$ cat src/rtl/l1_cache_pkg.sv
// Shared types, widths and address-field helpers for the L1 byte cache.
package l1_cache_pkg;

  localparam int BLK_ADDR_W = 6;
  localparam int NUM_LINES  = 4;
  localparam int IDX_W      = $clog2(NUM_LINES);
  localparam int TAG_W      = BLK_ADDR_W - IDX_W;
  localparam int WORD_W     = 8;
  localparam int BLK_W      = 4 * WORD_W;
  localparam int ADDR_W     = BLK_ADDR_W + 2;

  typedef enum logic [1:0] {
    IDLE,
    COMPARE,
    WRITEBACK,
    ALLOCATE
  } state_e;

  function automatic logic [TAG_W-1:0] addr_tag(input logic [ADDR_W-1:0] a);
    return a[ADDR_W-1 -: TAG_W];
  endfunction

  function automatic logic [IDX_W-1:0] addr_idx(input logic [ADDR_W-1:0] a);
    return a[IDX_W+1:2];
  endfunction

  function automatic logic [1:0] addr_off(input logic [ADDR_W-1:0] a);
    return a[1:0];
  endfunction

endpackage

$ cat src/rtl/cache_line_store.sv
// Valid/dirty/tag/data arrays: combinational read by index, synchronous
// byte write or full-line fill at the same index.
module cache_line_store
  import l1_cache_pkg::*;
(
  input  logic              clk,
  input  logic              reset,
  input  logic [IDX_W-1:0]  idx_i,
  output logic              valid_o,
  output logic              dirty_o,
  output logic [TAG_W-1:0]  tag_o,
  output logic [BLK_W-1:0]  data_o,
  input  logic              wr_byte_en_i,
  input  logic [1:0]        wr_off_i,
  input  logic [WORD_W-1:0] wr_byte_i,
  input  logic              fill_en_i,
  input  logic [TAG_W-1:0]  fill_tag_i,
  input  logic [BLK_W-1:0]  fill_data_i
);

  logic [NUM_LINES-1:0] valid_q;
  logic [NUM_LINES-1:0] dirty_q;
  logic [TAG_W-1:0]     tag_q  [NUM_LINES];
  logic [BLK_W-1:0]     data_q [NUM_LINES];

  assign valid_o = valid_q[idx_i];
  assign dirty_o = dirty_q[idx_i];
  assign tag_o   = tag_q[idx_i];
  assign data_o  = data_q[idx_i];

  always_ff @(posedge clk) begin
    if (reset) begin
      valid_q <= '0;
      dirty_q <= '0;
    end else if (fill_en_i) begin
      valid_q[idx_i] <= 1'b1;
      dirty_q[idx_i] <= 1'b0;
    end else if (wr_byte_en_i) begin
      dirty_q[idx_i] <= 1'b1;
    end
  end

  // Tag and data need no reset: nothing reads them while valid is clear.
  always_ff @(posedge clk) begin
    if (fill_en_i) begin
      tag_q[idx_i]  <= fill_tag_i;
      data_q[idx_i] <= fill_data_i;
    end else if (wr_byte_en_i) begin
      data_q[idx_i][int'(wr_off_i)*WORD_W +: WORD_W] <= wr_byte_i;
    end
  end

endmodule

$ cat src/rtl/l1_cache_controller.sv
// Direct-mapped write-back/write-allocate byte cache controller: CPU byte
// port on one side, block-wide main-memory initiator on the other.
module l1_cache_controller
  import l1_cache_pkg::*;
(
  input  logic                  clk,
  input  logic                  reset,
  input  logic                  cpu_request,
  input  logic                  cpu_we,
  input  logic [ADDR_W-1:0]     cpu_addr,
  input  logic [WORD_W-1:0]     cpu_din,
  output logic                  cpu_ready,
  output logic [WORD_W-1:0]     cpu_dout,
  output logic                  m_request,
  output logic                  m_we,
  output logic [BLK_ADDR_W-1:0] m_addr,
  output logic [BLK_W-1:0]      m_din,
  input  logic                  m_ready,
  input  logic [BLK_W-1:0]      m_dout
);

  state_e              state_q, state_d;
  logic                first_q;
  logic [ADDR_W-1:0]   addr_q, addr_d;
  logic                we_q, we_d;
  logic [WORD_W-1:0]   din_q, din_d;

  logic                line_valid, line_dirty, hit, mem_done;
  logic [TAG_W-1:0]    line_tag;
  logic [BLK_W-1:0]    line_data;
  logic                wr_byte_en, fill_en;
  logic [IDX_W-1:0]    idx;

  assign idx      = addr_idx(addr_q);
  assign hit      = line_valid && (line_tag == addr_tag(addr_q));
  // Ready in the first cycle of a memory state belongs to the previous transaction.
  assign mem_done = m_ready && !first_q;

  cache_line_store u_store (
    .clk          (clk),
    .reset        (reset),
    .idx_i        (idx),
    .valid_o      (line_valid),
    .dirty_o      (line_dirty),
    .tag_o        (line_tag),
    .data_o       (line_data),
    .wr_byte_en_i (wr_byte_en),
    .wr_off_i     (addr_off(addr_q)),
    .wr_byte_i    (din_q),
    .fill_en_i    (fill_en),
    .fill_tag_i   (addr_tag(addr_q)),
    .fill_data_i  (m_dout)
  );

  always_ff @(posedge clk) begin
    if (reset) begin
      state_q <= IDLE;
      first_q <= 1'b0;
      addr_q  <= '0;
      we_q    <= 1'b0;
      din_q   <= '0;
    end else begin
      state_q <= state_d;
      first_q <= (state_d != state_q);
      addr_q  <= addr_d;
      we_q    <= we_d;
      din_q   <= din_d;
    end
  end

  always_comb begin
    state_d    = state_q;
    addr_d     = addr_q;
    we_d       = we_q;
    din_d      = din_q;
    cpu_ready  = 1'b0;
    cpu_dout   = '0;
    m_request  = 1'b0;
    m_we       = 1'b0;
    m_addr     = '0;
    m_din      = '0;
    wr_byte_en = 1'b0;
    fill_en    = 1'b0;
    unique case (state_q)
      IDLE: begin
        if (cpu_request) begin
          addr_d  = cpu_addr;
          we_d    = cpu_we;
          din_d   = cpu_din;
          state_d = COMPARE;
        end
      end
      COMPARE: begin
        if (hit) begin
          cpu_ready = 1'b1;
          if (we_q) wr_byte_en = 1'b1;
          else      cpu_dout   = line_data[int'(addr_off(addr_q))*WORD_W +: WORD_W];
          state_d = IDLE;
        end else if (line_valid && line_dirty) begin
          state_d = WRITEBACK;
        end else begin
          state_d = ALLOCATE;
        end
      end
      WRITEBACK: begin
        m_request = 1'b1;
        m_we      = 1'b1;
        m_addr    = {line_tag, idx};
        m_din     = line_data;
        if (mem_done) state_d = ALLOCATE;
      end
      ALLOCATE: begin
        m_request = 1'b1;
        m_addr    = {addr_tag(addr_q), idx};
        if (mem_done) begin
          fill_en = 1'b1;
          state_d = COMPARE;
        end
      end
      default: state_d = IDLE;
    endcase
  end

endmodule
$ cat config.mk
export PLATFORM = sky130hd
export DESIGN_NAME = l1_cache_controller
export DESIGN_NICKNAME = d
export VERILOG_FILES = /design/src/rtl/l1_cache_pkg.sv /design/src/rtl/cache_line_store.sv /design/src/rtl/l1_cache_controller.sv
export SDC_FILE = /design/constraint.sdc
export NUM_CORES = 1
export LEC_CHECK = 0
export ABC_AREA = 1
export CAP_MARGIN = 20
export CORE_MARGIN = 4
export CORE_UTILIZATION = 30
export CTS_CLUSTER_SIZE = 25
export DETAILED_ROUTE_END_ITERATION = 10
export PLACE_DENSITY = 0.59
export SLEW_MARGIN = 20
export SYNTH_ARGS = -nofsm -noshare
export SYNTH_HDL_FRONTEND = slang
export SYNTH_HIERARCHICAL = 1
export SYNTH_SLANG_ARGS = --single-unit
$ cat constraint.sdc
create_clock -name clk -period 4.3 [get_ports clk]
set_input_delay 1.29 -clock clk [delete_from_list [all_inputs] [get_ports clk]]
set_output_delay 1.29 -clock clk [all_outputs]
set_load 0.02 [all_outputs]
# ---- After elaboration in Yosys (flattened, before gate mapping)
# Memories as Yosys holds them, arrays and structs flattened. A register that Yosys moved wholly into a read port is not among the register bits.
# Cells that the tools add are included.
dict set report classes {
  n_bitwise 36
  addsub 1
  shift 3
  magnitude_cmp 2
  reduce_logical 9
  n_eq_ne 5
  muxes 69
}
# operator count
set ops {}
lappend ops {{32-bit 2-to-1 mux} 2}
lappend ops {{1-bit 2-to-1 mux} 49}
lappend ops {{5-bit negator with 33-bit output} 1}
lappend ops {{8-bit by 33-bit variable shift with 32-bit output, first input constant} 1}
lappend ops {{8-bit by 33-bit indexed part select with 32-bit output} 1}
lappend ops {{1-bit bitwise OR} 32}
lappend ops {{32-bit by 6-bit indexed part select with 8-bit output} 1}
lappend ops {{8-bit 2-to-1 mux} 3}
lappend ops {{2-bit 2-to-1 mux} 8}
lappend ops {{6-bit case mux with 2 select lines} 1}
lappend ops {{4-bit 2-to-1 mux} 2}
lappend ops {{4-bit bitwise OR} 2}
lappend ops {{2-bit case mux with 4 select lines} 1}
lappend ops {{4-bit bitwise AND} 1}
lappend ops {{1-bit binary-select mux with 2-bit select} 2}
lappend ops {{2-bit equality test, second input constant} 2}
lappend ops {{4-bit equality test} 1}
lappend ops {{1-bit logical AND} 4}
lappend ops {{4-bit inverter} 1}
lappend ops {{2-bit by 3-bit less-than comparator with 1-bit output, second input constant} 1}
lappend ops {{1-bit demux with 2-bit select} 1}
lappend ops {{2-bit by 1-bit equality test with 1-bit output, second input constant} 1}
lappend ops {{2-bit by 1-bit greater-or-equal comparator with 1-bit output, second input constant} 1}
lappend ops {{2-bit zero test} 1}
lappend ops {{other kinds (5)} 5}
dict set report word_totals {
  ramBits 144
  input_bits 53
  regBits 28
  wordCells 134
  mem_count 2
  out_inout_bits 49
}
# name words word_bits rd rd_ports_with_merged_regs write_ports line
set memory_table {}
lappend memory_table {u_store.data_q 4 32 1 1 1 cache_line_store.sv:24} ;# logic [BLK_W-1:0] data_q [NUM_LINES];
lappend memory_table {u_store.tag_q 4 4 1 1 1 cache_line_store.sv:23} ;# logic [TAG_W-1:0] tag_q [NUM_LINES];

# ---- Logic depth before layout (Yosys ltp)
# Gate-level depths: netlist (run 1).
dict set report logic_depth {
  word_depth 9
  depth_mapped 18
  mapped_depth_nobuf 15
}

# ---- Modules after synthesis
# Netlist (run 1), hierarchy kept.
# mod instances cells_each area_each_um2 seq_area_each_um2
set by_module_without_submodules {}
lappend by_module_without_submodules {cache_line_store 1 664 6690.2 4484.3}
lappend by_module_without_submodules {l1_cache_controller 1 251 1421.4 400.4}

# ---- Worst setup path before layout (run 1)
# No wires, ideal clock.
dict set report synth_timing {
  path_kind {register -> output}
  from {register addr_q[3]}
  to {output port cpu_dout[0]}
  slack_ns 0.958
  stages_incl_launch_ff 15
  t_required_ns 3.010
  arrival_ns 2.052
  n_path_buf 2
  path_cell_list {dfxtp_1 buf_4 nand2_2 inv_2 buf_4 nand2_1 nand3_1 inv_1 nand2_1 nand2_1 nor2_1 nand3_2 nor3_4 nand2_4 nor2_1}
}
dict set report synth_between {
  elab_chain_cells 5
}
# element line
set synth_lines {}
lappend synth_lines {{start, declared} l1_cache_controller.sv:24} ;# logic [ADDR_W-1:0] addr_q, addr_d;
lappend synth_lines {{start signal, assigned} l1_cache_controller.sv:65} ;# addr_q <= addr_d;
lappend synth_lines {{1-bit binary-select mux with 2-bit select} cache_line_store.sv:26} ;# assign valid_o = valid_q[idx_i];
lappend synth_lines {{1-bit 2-to-1 mux (implied by the code)} cache_line_store.sv:26}
lappend synth_lines {{1-bit logical AND} l1_cache_controller.sv:35} ;# assign hit = line_valid && (line_tag == addr_tag(addr_q));
lappend synth_lines {{8-bit 2-to-1 mux} l1_cache_controller.sv:94} ;# if (hit) begin
lappend synth_lines {{8-bit 2-to-1 mux} l1_cache_controller.sv:84} ;# unique case (state_q)
lappend synth_lines {{end, declared} l1_cache_controller.sv:13} ;# output logic [WORD_W-1:0] cpu_dout,
# Every way passes these cells. The select of a mux whose other input is x is not followed.

# ---- Worst setup path in the final report (run 1)
dict set report layout_timing {
  from {register addr_q[3]}
  to {output port cpu_ready}
}
dict set report layout_between {
  elab_chain_cells 5
}
# element line
set layout_lines {}
lappend layout_lines {{1-bit binary-select mux with 2-bit select} cache_line_store.sv:26}
lappend layout_lines {{1-bit 2-to-1 mux (implied by the code)} cache_line_store.sv:26}
lappend layout_lines {{1-bit logical AND} l1_cache_controller.sv:35}
lappend layout_lines {{1-bit 2-to-1 mux} l1_cache_controller.sv:94}
lappend layout_lines {{1-bit 2-to-1 mux} l1_cache_controller.sv:84}
lappend layout_lines {{end, declared} l1_cache_controller.sv:12} ;# output logic cpu_ready,
# Every way passes these cells. The select of a mux whose other input is x is not followed.

==> results of run 1 <==
==> layout make-up <==
cell class | instances | area [um^2] | area share, %
clock buffer | 18 | 429 | 4.21
sequential | 172 | 4890 | 47.9
clock inverter | 13 | 168 | 1.64
timing repair buffer | 134 | 1290 | 12.7
inverter | 84 | 322 | 3.15
multi-input combinational | 621 | 2690 | 26.3
tap | 335 | 419 | 4.11
==> per-layer routing <==
layer	up-vias	global-route usage (%)
li1	3158	-
met2	225	24.0
met4	4	4.20
met3	25	3.64
met1	2831	21.4
met5	-	0
==> worst max-delay path, cell delays in order (launching register included) <==
cell                              delay (ns)
sky130_fd_sc_hd__dfxtp_1                0.34
sky130_fd_sc_hd__buf_4                  0.23
sky130_fd_sc_hd__nor2_1                 0.21
sky130_fd_sc_hd__nand2_1                0.08
sky130_fd_sc_hd__nand3_1                0.11
sky130_fd_sc_hd__inv_2                  0.05
sky130_fd_sc_hd__nand2_1                0.05
sky130_fd_sc_hd__nand2_1                0.05
sky130_fd_sc_hd__nor2_1                 0.11
sky130_fd_sc_hd__nand3_2                0.16
sky130_fd_sc_hd__nor3_4                 0.21
sky130_fd_sc_hd__clkdlybuf4s50_1        0.68
==> sequential cells by signal, summed over array words and instances (netlist names), named ones only <==
name	flops
u_store/data_q	128
u_store/tag_q	16
addr_q	8
din_q	8
u_store/valid_q	4
state_q	2
first_q	1
we_q	1
==> where the power goes <==
group / internal [mW] / switching, mW / leakage, nW
logic: 0.315 / 0.614 / 2.43
registers: 1.85 / 0.0492 / 1.53
clock network: 0.916 / 0.618 / 0.281
total: 3.08 / 1.28 / 4.24
==> repair_timing <==
item / CTS / global route
gates cloned: 0 / 0
gates resized for setup: 4 / 8
hold buffers: 0 / 0
endpoints found under the hold margin: 0 / 0
setup endpoints to repair: 4 / 7
==> per-stage QoR <==
step | area [um^2] | setup WS (ns) | utilization [%]
2_1_floorplan | 8110 | 0.958 | -
3_3_place_gp | 9580 | 0.565 | 36.4
3_5_place_dp | 9580 | 0.440 | 36.4
4_1_cts | 10200 | 0.0409 | 38.7
5_1_grt | 10200 | 0.128 | 38.7
6_report | 10200 | 0.332 | 38.7
==> logic make-up after synthesis <==
logic type               share of synthesized area (%)
buffers and inverters                             6.74
AND/OR/NAND/NOR                                   27.8
flip-flops                                        60.2
adder cells (fa/ha/maj)                          0.771
XOR/XNOR                                         0.108
AO/OA/AOI/OAI                                     4.35
==> cells in the final DEF (no fill, tap or decap), drive strengths merged, types with 2 or more instances in the layout <==
cell / n
a21oi: 18
buf: 33
bufinv: 3
clkbuf: 18
clkdlybuf4s50: 93
clkinv: 4
clkinvlp: 4
dfxtp: 28
dlymetal6s2s: 7
edfxtp: 144
ha: 5
inv: 86
nand2: 366
nand3: 49
nor2: 127
nor3: 3
o21ai: 44
o22ai: 2
==> synth_stat cells (6+ instances only) <==
cell type | count | area [um^2]
sky130_fd_sc_hd__nand2_1 | 363 | 1360
sky130_fd_sc_hd__a21oi_1 | 18 | 90.1
sky130_fd_sc_hd__nor2_1 | 118 | 443
sky130_fd_sc_hd__nand3_1 | 43 | 215
sky130_fd_sc_hd__inv_1 | 72 | 270
sky130_fd_sc_hd__inv_2 | 10 | 37.5
sky130_fd_sc_hd__edfxtp_1 | 144 | 4320
sky130_fd_sc_hd__o21ai_0 | 33 | 165
sky130_fd_sc_hd__buf_2 | 20 | 100
sky130_fd_sc_hd__buf_4 | 6 | 45.0
sky130_fd_sc_hd__o21ai_1 | 11 | 55.1
sky130_fd_sc_hd__clkbuf_1 | 6 | 22.5
sky130_fd_sc_hd__dfxtp_1 | 28 | 561
==> worst max-delay path by stage <==
stage                     slack (ns)     endpoint                    from
after detailed placement        0.44  cpu_dout[4]  addr_q[2]$_SDFFE_PP0P_
after global placement          0.57  cpu_dout[4]  addr_q[2]$_SDFFE_PP0P_
final                           0.33    cpu_ready  addr_q[3]$_SDFFE_PP0P_
after global routing            0.13  cpu_dout[4]  addr_q[3]$_SDFFE_PP0P_
after CTS                       0.04  cpu_dout[6]  addr_q[2]$_SDFFE_PP0P_
after floorplan                 0.96  cpu_dout[0]  addr_q[3]$_SDFFE_PP0P_
==> flow_results.org, run 1 <==
** Yosys
- When the netlist entered floorplanning its net count stood at 973.
- Counting flops and latches in the post-synthesis netlist gives 172.
- Async SR Flop Fraction :: 0%
- For this run, the number of Yosys warnings is 6.
- Number of synthesized flops with an enable pin :: 144
- In this run the cell area of the synthesized design comes to 8110 um^2.
- Sequential fraction of the synthesis area :: 60.2%
- After technology mapping, the gate count stands at 915.
- The most used flip-flop cell after synthesis is sky130_fd_sc_hd__edfxtp_1.
- Syn_area_per_cell :: 8.87 um^2
- Cell variety after synth :: 35

** Floorplan
- Core outline area :: 26,400 um^2
- Num rows :: 59
- Die ar. :: 29,700 um^2
- Die X :: 172 um
- The die is 172 um tall.
- Top-Level Pins :: 102
- Initial core utilization :: 30.8%

** Power and ir drop
- Power spread over the standard cell area amounts to 428 nW/um^2.
- The analysis attributes to cell leakage a power of 4.24 nW.
- Maximum resistive drop on vdd :: 253 uV
- Summing internal, switching and leakage power gives 4.37 mW.

** Finish
- In the final design database the tool counted 1,088 nets.
- Signed area change from the synthesized netlist to the final layout :: 25.8%
- After the flow finishes, the layout carries non-filler instances totaling 1,377.
- 0 antenna diodes ended up in the layout.
- The layout has 2,606 filler cells.
- Of the cells placed in the final design, the portion with a size suffix greater than 1 is 9.31%.

** STA
- Hold Fails Final Rpt :: 0
- Aggregate negative setup slack :: 0 ns
- Relative slew slack :: 47.5%
- Hold Slack :: 0.463 ns
- RSZ-0062 raised after global routing :: no
- Slew at the pin closest to its max-slew limit :: 0.785 ns
- Final Cycle Share :: 92.3%
- The final-report max-slew violation count was 0.
- Time the final worst path needs with I/O delays and setup :: 3.97 ns
- Across the routed clock network, the largest skew measured is 0.00811 ns.
- Maximum clock frequency :: 252 MHz
- Setup violations remaining at the end of the flow were counted as 0.

** Clocking
- CTS tree :: built
- The H-tree was split into 4 levels.
- At the later pin of the worst-skew pair, clock insertion delay measures 0.42 ns.
- Post-CTS setup repair buffer count :: 0
- Cts bufs inserted :: 17
- Clock sinks :: 172
- Maximum clock insertion buffer count :: 2
- Library cell used as clock root buffer :: sky130_fd_sc_hd__clkbuf_16
- After clock tree synthesis, the clock-pin slew on the worst setup and hold paths is 0.06 ns.

** Placement
- Port Buf Inserts :: 101
- Number of placed instances with taps included :: 1,346
- Final weighted congestion in routability-driven placement :: 0.915
- Detailed Place HPWL :: 16,600 um

** Route
- Highest metal used :: met5
- The count of nets left with antenna violations once routing finished came out at 0.
- Detailed routing placed a total of 1650 um of wire on met3.
- Average vias per placed instance :: 4.53
- After detailed routing, the wire length on met1 is 10,100 um.
- After detailed routing, the number of remaining DRC violations is 0.
- Detailed router's first-iteration violation count :: 508
- Vias after detailed routing :: 6,243
- Dividing the detail-routed wire length by the instance count gives 16.2 um.
- Wire segments on met2 add up to 10,200 um in the final route.
- The first detailed-routing pass took 5 iterations.
- Post-detailed-routing wire length :: 22,300 um

** Run
- Max_cap viols :: 0

** Run status
- The run finished with clean final reports.

** Worst setup path
- Worst Setup End Kind :: primary output
- STA classifies the critical path startpoint as a register.
- Count of cells along the worst register-to-register path :: 13
- Critical Setup Path Class :: reg -> out
- At the worst endpoint, the required time is 3.01 ns.
- For the worst setup path, the data arrival time is 2.68 ns.
- Endpoint of the most critical register-to-register path :: u_store/data_q[1][10]$_DFFE_PP_
- Biggest fanout along the worst timing path :: 16
- Startpoint of the worst register-to-register path :: addr_q[3]$_SDFFE_PP0P_
- In this run the register-to-register setup slack is 1.31 ns.

** Global routing
- Global router's overall resource usage :: 15.3%
- After global routing the overflow that remains totals 0.
- Entering global routing, the biggest net connects 37 pins.
- Initial antenna violation count :: 2
- Number of global-route vias before repair :: 6,138
- Global-route wire length before repair :: 34,300 um

** Min path
- Classification of the worst-slack hold path :: reg -> reg
- The worst hold path begins at u_store/valid_q[2]$_SDFFE_PP0P_.
- Number of cells traversed by the worst hold path :: 2
- Min-Delay Endpoint :: u_store/valid_q[2]$_SDFFE_PP0P_
Note: power is estimated with default switching activity, not from simulation.
==> inputs of run 2 (changes only) <==
--- a/config.mk
+++ b/config.mk
@@ -12,7 +12,7 @@
 export CTS_CLUSTER_SIZE = 25
 export DETAILED_ROUTE_END_ITERATION = 10
 export PLACE_DENSITY = 0.59
-export SLEW_MARGIN = 20
+export SLEW_MARGIN = 10
 export SYNTH_ARGS = -nofsm -noshare
 export SYNTH_HDL_FRONTEND = slang
 export SYNTH_HIERARCHICAL = 1
==> results of run 2 <==
Final layout, timing and power as in run 1 (identical DEF).
==> edit 1: new RTL, flow settings as in run 2 <==
`BLK_ADDR_W`: 6 -> 4.
--- a/src/rtl/l1_cache_pkg.sv
+++ b/src/rtl/l1_cache_pkg.sv
@@ -1,7 +1,7 @@
 // Shared types, widths and address-field helpers for the L1 byte cache.
 package l1_cache_pkg;
 
-  localparam int BLK_ADDR_W = 6;
+  localparam int BLK_ADDR_W = 4;
   localparam int NUM_LINES  = 4;
   localparam int IDX_W      = $clog2(NUM_LINES);
   localparam int TAG_W      = BLK_ADDR_W - IDX_W;
Interface: changed (resized cpu_addr and m_addr); port bits go from 102 to 98. The function was not compared with the original's and may differ.
==> edit 1 against run 2 <==
Setup slack got worse by 0.040 ns; clock power is 9.8% lower; wire length decreased by 3.1%; critical path depth did not move; utilization increased by 0.39 points; design area fell by 6.0%; combinational power down 8.1%; worst hold slack worse by 0.0098 ns; power is 8.0% lower; sequential cell count fell by 10; area after synthesis decreased by 6.7%; non-clock buffer count down 5; maximum frequency is 0.99% lower; critical endpoint unchanged; largest cell class unchanged; largest power group unchanged.
==> edit 1: results (changes against run 2) <==
Hold Crit Class=flop to flop; Reg2Reg Depth=13 (unchanged); static leakage=4.044 nW (-4.6%); hpwl dp=15900 um (-4.1%); synth unique cells=28 (-20%); Design Area, Final=9595 sq um (-6.0%); Worst-Margin Slew=0.8759 ns (+0.09088 ns); placed instance area=9030 sq um (-5.7%); layout clock buffer count=27 (+9); Signal inverters=83 (-1.2%); footprint of the multi-input gates=2485 sq um (-7.5%); CP max FO=26 (+10); clk_skew=0.006328 ns (-0.001779 ns); internal cell power=0.002849 W (-7.6%); # rows=57 (-3.4%); EDFF count, synth=136 (-5.6%); CTS resizes=2 (-2); Hold Path End=u_store/valid_q[1]; Tot GR Track Use=15.21% (-0.12 points); post-place setup slack=0.4204 ns (-0.01907 ns); average wire per standard cell=16.34 um (+1.0%); fill count=2478 (-4.9%); vias in the first global route=5740 (-6.5%); Top reg by flops=u_store/data_q; largest net degree at the start of global routing=36 (-2.7%); GP Congestion=0.8813 (-3.7%); antenna violations before repair=0 (-2); commonest cells in the netlist=nand2_1 (347), edfxtp_1 (136), nor2_1 (115); CP Launch Point=addr_q[2]; IR drop worst, VDD=261.2 uV (+3.3%); RR Endpoint=u_store/data_q[1][0]; Synth area leaders=edfxtp_1 (54%), nand2_1 (17%), dfxtp_1 (6.9%), nor2_1 (5.7%), inv_1 (3.7%); R2R setup slack=1.29 ns (-0.02 ns); fraction of layout cells with a size suffix above 1=8.124% (-1.2 points); Hold Slack=0.4531 ns (-0.009771 ns); biggest regs=u_store/data_q: 128 flops, din_q: 8 flops, u_store/tag_q: 8 flops; hold_sp=u_store/valid_q[1]; Synth Area in Compound Gates=4.464% (+0.11 points); I/O Buffers=97 (-4.0%); status=finished, final reports clean; minimum clock period=4.007 ns (+0.03977 ns); placed cells=1289 (-4.2%); clock sinks=162 (-5.8%); drt via density=4.572 (+0.85%); area fraction of clock buffers and clock inverters=5.659% (-0.19 points); fraction of standard cell area that is sequential=47.99% (+0.11 points); Nets=1040 (-4.4%); comb_multi_in=591 (-4.8%); first-pass GRT wire length=32480 um (-5.4%); sequential area share after synthesis=60.84% (+0.62 points); critical path's top delay family=buffers and inverters; crit path DAT=2.72 ns (+0.04 ns); adder-cell area share of the yosys netlist=0.8266% (+0.055 points); XOR/XNOR Fraction of Synth Area=0% (-0.11 points)
[edit 1: worst reg2reg max path, delay by kind of cell (launching register included)]
family / cells / cell delay [ns]
AND/OR/NAND/NOR: 8 / 1.33
buffers and inverters: 4 / 0.72
flip-flops: 1 / 0.43
AO/OA/AOI/OAI: 1 / 0.14
[edit 1: power groups by stage]
stage | Clock (W) | Sequential [W] | Combinational, W
2_1_floorplan | 0 | 0.00180 | 0.000522
3_3_place_gp | 0 | 0.00182 | 0.000857
3_5_place_dp | 0 | 0.00182 | 0.000858
4_1_cts | 0.00140 | 0.00179 | 0.000862
5_1_grt | 0.00147 | 0.00179 | 0.000953
6_report | 0.00138 | 0.00179 | 0.000854
[edit 1: per-layer routing]
| layer | track usage [%] | vias to the layer above | wire (um) |
|---|---|---|---|
| met2 | 24.41 | 215 | 10110 |
| li1 | - | 3009 | - |
| met4 | 5.016 | 0 | 403 |
| met5 | 0 | - | 0 |
| met1 | 20.45 | 2790 | 9696 |
| met3 | 3.484 | 26 | 1377 |
==> edit 2: new RTL, config.mk and constraints of run 2 <==
Without the edit above. Take the reset off `din_q` and load it in a clocked block of its own.
--- a/src/rtl/l1_cache_controller.sv
+++ b/src/rtl/l1_cache_controller.sv
@@ -58,14 +58,16 @@
       first_q <= 1'b0;
       addr_q  <= '0;
       we_q    <= 1'b0;
-      din_q   <= '0;
     end else begin
       state_q <= state_d;
       first_q <= (state_d != state_q);
       addr_q  <= addr_d;
       we_q    <= we_d;
-      din_q   <= din_d;
     end
+  end
+
+  always_ff @(posedge clk) begin
+    din_q <= din_d;
   end
 
   always_comb begin
Function: same outputs for any inputs over 4 cycles, from zero or initial values and one cycle with reset high; that may be too few to reach the edited logic, so the function may still have changed.
==> edit 2 against run 2 <==
Area after synthesis down 0.39%; worst hold slack worse by 0.010 ns; sequential cell count unchanged; register-to-register slack better by 0.16 ns; power up 1.6%; wire length up 7.1%; non-clock buffer count up 2; setup slack worse by 0.017 ns; design area up 0.17%; synthesized cell count down 2.8%; clock power up 4%; utilization up 0.18 points; critical path type unchanged; critical endpoint is now m_din[7].
==> edit 2: results (changes against run 2) <==
Tot GR Track Use=16.14% (+0.81 points); I/O Buffers=101 (unchanged); slowest stage delay, CP=0.69 ns; Root Buffer=clkbuf_16; YS warnings=6 (unchanged); Crit-path slowest cell=clkdlybuf4s50_1; largest net degree at the start of global routing=37 (unchanged); biggest regs=u_store/data_q: 128 flops, u_store/tag_q: 16 flops; static leakage=4.305 nW (+1.5%); Synth area leaders=edfxtp_1 (56%), nand2_1 (17%), dfxtp_1 (5.0%), nor2_1 (4.7%), inv_1 (3.5%); hpwl dp=17530 um (+5.7%); GP Congestion=0.8633 (-5.6%); fraction of layout cells with a size suffix above 1=9.403% (+0.094 points); IR drop worst, VDD=314.3 uV (+24%); vias in the first global route=5947 (-3.1%); antenna violations before repair=0 (-2); initial DRC count=644 (+27%); dominant synthesized flop cell=edfxtp_1; sequential area share after synthesis=61.44% (+1.2 points); first-pass GRT wire length=35320 um (+2.9%); Nets=1066 (-2.0%); synth unique cells=34 (-2.9%); clk slew on worst S/H paths=0.07 ns; Initial Util=30.75% (-0.033 points); asr flop ratio synth=0% (unchanged); mux cell area share after synthesis=0% (unchanged); Hold Crit Class=flop to flop; CP max FO=36 (+20); Clock H-tree levels=4 (unchanged); clk_skew=0.009550 ns (+0.001442 ns); average wire per standard cell=17.60 um (+8.8%); adder-cell area share of the yosys netlist=0.7742% (+0.0030 points); commonest cells in the netlist=nand2_1 (363), edfxtp_1 (152), nor2_1 (102); drt via density=4.730 (+4.3%); Post-Syn Nets=947 (-2.7%); worst skew pair latency=0.43 ns; Worst-Margin Slew=0.7837 ns (-0.001241 ns); Post-CTS Setup Repair Bufs=0 (unchanged); EDFF count, synth=152 (+5.6%); Antenna Cells=0 (unchanged); crit path DAT=2.69 ns (about the same); fill count=2587 (-0.73%); Num CTS Buffers=17 (unchanged); Max Root-Sink Buffers=2 (unchanged); status=finished, final reports clean; Pre-antenna DRT Iters=5 (unchanged); critical path's top delay family=buffers and inverters; Synth Area in Compound Gates=3.871% (-0.48 points); XOR/XNOR Fraction of Synth Area=0.1084% (+0.00042 points)
-- edit 2: metrics by stage --
stage	cell area [sq um]	cells	worst slack, ns	utilization, %
floorplan	8080	889	0.9577	-
global placement	9574	1324	0.2238	36.43
detailed placement	9574	1324	0.2429	36.43
CTS	10190	1356	0.06356	38.78
global route	10220	1356	0.1612	38.90
finish	10220	1356	0.3155	38.90
-- edit 2: tightest hold or removal path: cells and delay by family (launching register included) --
family | cells | cell delay [ns]
buffers and inverters | 1 | 0.05
AO/OA/AOI/OAI | 1 | 0.05
flip-flops | 1 | 0.31
-- edit 2: kinds of logic after synthesis --
family,after synthesis
adder cells (fa/ha/maj),5
flip-flops,172
AND/OR/NAND/NOR,531
buffers and inverters,120
AO/OA/AOI/OAI,60
XOR/XNOR,1
-- edit 2: path summary, 6_finish.rpt --
path	from	end	slack (ns)	cells after the start
min	u_store/valid_q[1]	u_store/valid_q[1]	0.45	2
max reg2reg	addr_q[3]	u_store/data_q[1][7]	1.47	14
min reg2reg	u_store/valid_q[1]	u_store/valid_q[1]	0.45	2
max	state_q[1]	m_din[7]	0.32	5
-- edit 2: what timing repair did --
action	in CTS	in global routing
pin swaps	0	0
hold endpoints to repair	0	0
setup endpoints to repair	8	8
resized for setup	2	12
-- edit 2: report_power, final --
| group | total [W] | internal [W] | switching (W) |
|---|---|---|---|
| sequential | 0.00191 | 0.00187 | 0.0000479 |
| combinational | 0.000928 | 0.000306 | 0.000622 |
| clock | 0.00159 | 0.000931 | 0.000662 |
-- edit 2: cell type report --
class | instances | area (sq um) | area share [%]
Timing Repair Buffer | 136 | 1310 | 12.82
Clock inverter | 13 | 182.7 | 1.787
Tap cell | 335 | 419.2 | 4.100
Sequential cell | 172 | 4969 | 48.60
Inverter | 84 | 317.8 | 3.109
Multi-Input combinational cell | 597 | 2591 | 25.35
Clock buffer | 19 | 432.9 | 4.235
-- edit 2: routing by layer --
layer | share of wire, % | vias to the layer above | GRT usage [%]
li1 | - | 3084 | -
met1 | 43 | 3059 | 22.25
met2 | 48 | 247 | 26.30
met3 | 7.1 | 24 | 3.109
met4 | 1.3 | 0 | 4.170
met5 | 0 | - | 0
